`config.mk`:
```
export PLATFORM = sky130hd
export DESIGN_NAME = tlb_array
export DESIGN_NICKNAME = d
export VERILOG_FILES = /design/src/rtl/tlb_array.sv
export SDC_FILE = /design/constraint.sdc
export NUM_CORES = 2
export LEC_CHECK = 0
export BUFFER_PORTS_ARGS = -buffer_cell sky130_fd_sc_hd__buf_2
export CORE_MARGIN = 2
export CORE_UTILIZATION = 30
export DETAILED_ROUTE_END_ITERATION = 7
export GPL_ROUTABILITY_DRIVEN = 1
export MAX_ROUTING_LAYER = met4
export PLACE_DENSITY = 0.51
export SETUP_SLACK_MARGIN = 0.5
export SLEW_MARGIN = 20
export SYNTH_ARGS = -nofsm -noshare
export SYNTH_HDL_FRONTEND = slang
export SYNTH_SLANG_ARGS = --single-unit
```
`constraint.sdc`:
```
create_clock -name clk -period 9.31 [get_ports clk]
set_input_delay 0.931 -clock clk [delete_from_list [all_inputs] [get_ports clk]]
set_output_delay 0.931 -clock clk [all_outputs]
set_load 0.01 [all_outputs]
```
`src/rtl/tlb_array.sv`:
```
// Fully associative joint TLB: TLBWI write port, TLBR read port, two independent lookup ports.
// Optional sticky multi-hit detection is built only when TLB_MHIT_CHK_EN is defined.
module tlb_array #(
  parameter  int TLBNUM = 16,
  localparam int IW     = $clog2(TLBNUM)
) (
  input  logic          clk,
  input  logic          reset,
  // lookup port 0 (instruction fetch)
  input  logic [18:0]   s0_vpn2,
  input  logic          s0_odd_page,
  input  logic [7:0]    s0_asid,
  output logic          s0_found,
  output logic [IW-1:0] s0_index,
  output logic [19:0]   s0_pfn,
  output logic [2:0]    s0_c,
  output logic          s0_d,
  output logic          s0_v,
  // lookup port 1 (data access / TLBP)
  input  logic [18:0]   s1_vpn2,
  input  logic          s1_odd_page,
  input  logic [7:0]    s1_asid,
  output logic          s1_found,
  output logic [IW-1:0] s1_index,
  output logic [19:0]   s1_pfn,
  output logic [2:0]    s1_c,
  output logic          s1_d,
  output logic          s1_v,
  // TLBWI write port
  input  logic          we,
  input  logic [IW-1:0] w_index,
  input  logic [18:0]   w_vpn2,
  input  logic [7:0]    w_asid,
  input  logic          w_g,
  input  logic [19:0]   w_pfn0,
  input  logic [2:0]    w_c0,
  input  logic          w_d0,
  input  logic          w_v0,
  input  logic [19:0]   w_pfn1,
  input  logic [2:0]    w_c1,
  input  logic          w_d1,
  input  logic          w_v1,
  // TLBR read port
  input  logic [IW-1:0] r_index,
  output logic [18:0]   r_vpn2,
  output logic [7:0]    r_asid,
  output logic          r_g,
  output logic [19:0]   r_pfn0,
  output logic [2:0]    r_c0,
  output logic          r_d0,
  output logic          r_v0,
  output logic [19:0]   r_pfn1,
  output logic [2:0]    r_c1,
  output logic          r_d1,
  output logic          r_v1,
  // multi-hit flag
  input  logic          mhit_clr,
  output logic          mhit
);

  typedef struct packed {
    logic [19:0] pfn;
    logic [2:0]  c;
    logic        d;
    logic        v;
  } page_t;

  typedef struct packed {
    logic [18:0] vpn2;
    logic [7:0]  asid;
    logic        g;
    page_t       p0;
    page_t       p1;
  } entry_t;

  typedef struct packed {
    logic          found;
    logic [IW-1:0] index;
    page_t         page;
  } lookup_t;

  entry_t              entry_q [TLBNUM];
  logic [TLBNUM-1:0]   e_q;

  // NOTE: the whole array is reset explicitly because reset must leave every entry
  // readable as zero; this keeps it in flops rather than a RAM macro.
  // NOTE: sequential state uses non-blocking assignments so every flop samples
  // pre-edge values regardless of block ordering.
  always_ff @(posedge clk) begin
    if (reset) begin
      for (int i = 0; i < TLBNUM; i++) entry_q[i] <= '0;
      e_q <= '0;
    end else if (we) begin
      entry_q[w_index] <= '{vpn2: w_vpn2, asid: w_asid, g: w_g,
                            p0: '{pfn: w_pfn0, c: w_c0, d: w_d0, v: w_v0},
                            p1: '{pfn: w_pfn1, c: w_c1, d: w_d1, v: w_v1}};
      e_q[w_index]     <= 1'b1;
    end
  end

  // Port inputs gathered into arrays so both lookup ports share one generate body.
  logic [18:0] s_vpn2 [2];
  logic [7:0]  s_asid [2];
  logic        s_odd  [2];
  lookup_t     lk     [2];
  logic [1:0]  multi;

  assign s_vpn2[0] = s0_vpn2;
  assign s_vpn2[1] = s1_vpn2;
  assign s_asid[0] = s0_asid;
  assign s_asid[1] = s1_asid;
  assign s_odd[0]  = s0_odd_page;
  assign s_odd[1]  = s1_odd_page;

  for (genvar p = 0; p < 2; p++) begin : g_port
    logic [TLBNUM-1:0] match;
    logic [IW-1:0]     hit_idx;
    lookup_t           res;

    // NOTE: every always_comb assigns its outputs a default first, so no path can
    // leave a variable unassigned and infer a latch.
    always_comb begin
      match = '0;
      for (int i = 0; i < TLBNUM; i++) begin
        match[i] = e_q[i] && (entry_q[i].vpn2 == s_vpn2[p]) &&
                   (entry_q[i].g || (entry_q[i].asid == s_asid[p]));
      end
    end

    // Scanning downward leaves the lowest matching index as the winner.
    always_comb begin
      hit_idx = '0;
      for (int i = TLBNUM - 1; i >= 0; i--) begin
        if (match[i]) hit_idx = IW'(i);
      end
    end

    always_comb begin
      res = '0;
      if (|match) begin
        res.found = 1'b1;
        res.index = hit_idx;
        res.page  = s_odd[p] ? entry_q[hit_idx].p1 : entry_q[hit_idx].p0;
      end
    end

    assign lk[p] = res;
    // Clearing the lowest set bit leaves something only when two or more bits were set.
    assign multi[p] = |(match & (match - 1'b1));
  end

  assign s0_found = lk[0].found;
  assign s0_index = lk[0].index;
  assign s0_pfn   = lk[0].page.pfn;
  assign s0_c     = lk[0].page.c;
  assign s0_d     = lk[0].page.d;
  assign s0_v     = lk[0].page.v;

  assign s1_found = lk[1].found;
  assign s1_index = lk[1].index;
  assign s1_pfn   = lk[1].page.pfn;
  assign s1_c     = lk[1].page.c;
  assign s1_d     = lk[1].page.d;
  assign s1_v     = lk[1].page.v;

  assign r_vpn2 = entry_q[r_index].vpn2;
  assign r_asid = entry_q[r_index].asid;
  assign r_g    = entry_q[r_index].g;
  assign r_pfn0 = entry_q[r_index].p0.pfn;
  assign r_c0   = entry_q[r_index].p0.c;
  assign r_d0   = entry_q[r_index].p0.d;
  assign r_v0   = entry_q[r_index].p0.v;
  assign r_pfn1 = entry_q[r_index].p1.pfn;
  assign r_c1   = entry_q[r_index].p1.c;
  assign r_d1   = entry_q[r_index].p1.d;
  assign r_v1   = entry_q[r_index].p1.v;

`ifdef TLB_MHIT_CHK_EN
  logic mhit_q;

  // A fresh multi-hit outranks a same-cycle clear so no event is lost.
  always_ff @(posedge clk) begin
    if (reset)          mhit_q <= 1'b0;
    else if (|multi)    mhit_q <= 1'b1;
    else if (mhit_clr)  mhit_q <= 1'b0;
  end

  assign mhit = mhit_q;
`else
  logic unused_mhit;
  assign unused_mhit = mhit_clr ^ (|multi);
  assign mhit        = 1'b0;
`endif

endmodule

```
==> run metrics <==
FF-to-FF setup slack=a little under 9 ns; initial antenna violation count=100; hold bufs inserted after CTS=0; Placed Cells=about 9700; Worst Skew=0 ns; # Post-CTS Setup Buffers=0; cell taking the most area after synthesis=edfxtp_1; Clock Tree Root=clkbuf_16; hold_sp=e_q[10]$_SDFFE_PP0P_; die area=between 200000 and 300000 sq um; instance area after placement=roughly 85000 sq um; FFs w/ async S/R, synth=0; drt pass-1 iters=6; Slew Limit Fails=0; Mean Syn Cell Area=roughly 13 sq um; WP data required=roughly 8.4 ns; HPWL Detailed=between 200000 and 250000 um; Cell Rows=approximately 190; total grt overflow=0; Critical R2R Capture=e_q[2]$_SDFFE_PP0P_; total number of vias=58110; gr usage total=0.2699; mapped cell area=80240 sq um; vias in the first global route=about 56000; gpl congestion=between 0.9 and 1; count of different cell masters after synthesis=66; endpoints failing hold=0; Seq/Total Area, Yosys=0.4710; Mapped Nets=6481; critical path endpoint category=primary output; IO Count=approximately 290; post-DR vias/cell=a little under 6; Cells after Synth=~6300; Hold WC Path Type=reg -> reg; Max Fclk=between 100 and 150 MHz; NumNets Final=between 6000 and 7000; Synth top cells by count=and2_1, edfxtp_1, xor2_1; Critical Path Fanout Max=16; hold path depth=1; Worst-Margin Slew=~1.4 ns; pwr dens=roughly 160 nW/um^2; final core occ=0.3399; die height=about 520 um; Initial Util=0.3022; relative slew slack=0.07762; register bit total from synthesis=between 1000 and 1500; Routed WL=roughly 370000 um; Reg2Reg Depth=1; Tcrit/Tclk final=0.8545; largest cells by area after synthesis=edfxtp_1, mux4_2, and2_1; critical path startpoint category=input pin; Final setup violation count=0; Static Leak=32.66 nW; CTS tree=done; RSZ-0062 raised after global routing=false; r2r startpoint=e_q[2]$_SDFFE_PP0P_; Final Power=between 0.01 and 0.015 W; worst skew pair latency=0.80 ns; count leader, synth=and2_1; H-tree level count=4; Max VDD drop=just under 0.2 mV; # DRC=0; max_cap viols=0; Final Instance Area=about 90000 sq um; Starting DRT DRC Count=8994; CORE AREA=between 200000 and 300000 sq um; CTS-repair resized insts=0; Finished Layout Cells=10060; Worst EP arrival=7.02 ns; EDFF count, synth=1248; Synth Warn #=0; status=finished clean; largest net degree at the start of global routing=140; global-route wire length before repair=between 400000 and 500000 um; port bufs=282; post-synth top area share=0.4670; setup TNS=0 ns; crit path time final=just under 8 ns; Crit Path Category=in -> out; Die Wd=between 500 and 600 um; Hold Path Sink=e_q[10]$_SDFFE_PP0P_; routed length per instance=36.30 um; TritonCTS Buffers=between 100 and 150; synthesis-to-finish area growth=12.48%; Synth Flop Type=edfxtp_1; Reg clk slew, reported paths=approximately 0.060 ns; Num Clock Sinks=about 1300; share of cells above drive strength 1=0.2024; clk buf depth=3; Final ANT Viol Nets=0
-- placed cells by master, fill, tap and decap left out, types with 95 or more instances in the layout --
cell type	Yosys	final
nor4_1	194	191
xnor2_1	230	230
o22ai_1	170	170
a21oi_1	114	113
a22oi_1	95	95
xor2_1	634	634
buf_4	75	143
mux4_2	390	390
edfxtp_1	1248	1248
clkbuf_16	0	149
mux2_2	176	176
mux2i_1	616	616
buf_2	115	278
and2_1	1254	1251
-- area by class of cell --
cell class,count,area [sq um]
fillers,26000,175300
multi-input cells,4473,40040
flip-flops and latches,1264,37800
well taps,3533,4420
clock buffers,171,3821
repair buffers,453,3087
clock inverters,93,894.6
diodes,63,157.7
inverters,10,37.54
-- through the flow --
step                hold slack, ns  worst slack [ns]
detailed placement          0.4702             1.611
floorplan                   0.4484             1.705
finish                      0.4858             1.355
global placement            0.4619             1.474
global route                0.4973             1.358
CTS                         0.4844             1.594
-- kinds of logic (layout without fill, tap and decap cells) --
family,Yosys count,count (layout),share of synthesized area
muxes,1187,1187,0.2117
DFF,1264,1264,0.4710
buffers and inverters,598,727,0.03552
and+or+nand+nor,1785,1785,0.1359
other,1,64,0.00004673
xor gates and xnor gates,864,864,0.09430
AOI/OAI and AO/OA,636,636,0.05155
-- worst max-delay path, stage by stage --
cell,delay [ns]
buf_2,0.60
xor2_1,0.15
nor4_1,0.77
nand3_1,0.26
or4_1,0.59
o211ai_1,0.18
a31oi_1,0.30
o32ai_4,0.89
buf_4,0.44
mux2_2,0.23
a2bb2oi_1,0.32
nand3_1,0.14
nor4_2,0.89
buf_2,0.29
-- power breakdown --
part	internal (W)	leakage [nW]	switching, W
logic	0.000730	18.4	0.00116
registers	0.00660	12.0	0.000365
clock network	0.00331	2.28	0.00255
-- worst max-delay path by stage --
stage / from / endpoint / slack [ns] / depth (start not counted)
floorplan: reset / entry_q[4][0]$_SDFFCE_PN0P_ / 1.71 / 5
global placement: s1_vpn2[13] / s1_pfn[19] / 1.47 / 17
detailed placement: s1_vpn2[11] / s1_pfn[19] / 1.61 / 17
CTS: s1_vpn2[11] / s1_pfn[19] / 1.59 / 17
global route: s1_vpn2[11] / s1_pfn[19] / 1.36 / 17
finish: s1_vpn2[11] / s1_pfn[18] / 1.36 / 14
-- registers in the layout (all words and copies together), names as in the netlist --
name,count
entry_q,1248
e_q,16
-- layer usage --
layer	global-route usage	vias up	wire (um)
met1	0.3636	30110	151200
met5	-	-	0
met4	0.08738	0	13140
met2	0.3964	3628	160800
met3	0.06702	600	39990
li1	-	23770	-
Note: power is estimated with default switching activity, not from simulation.
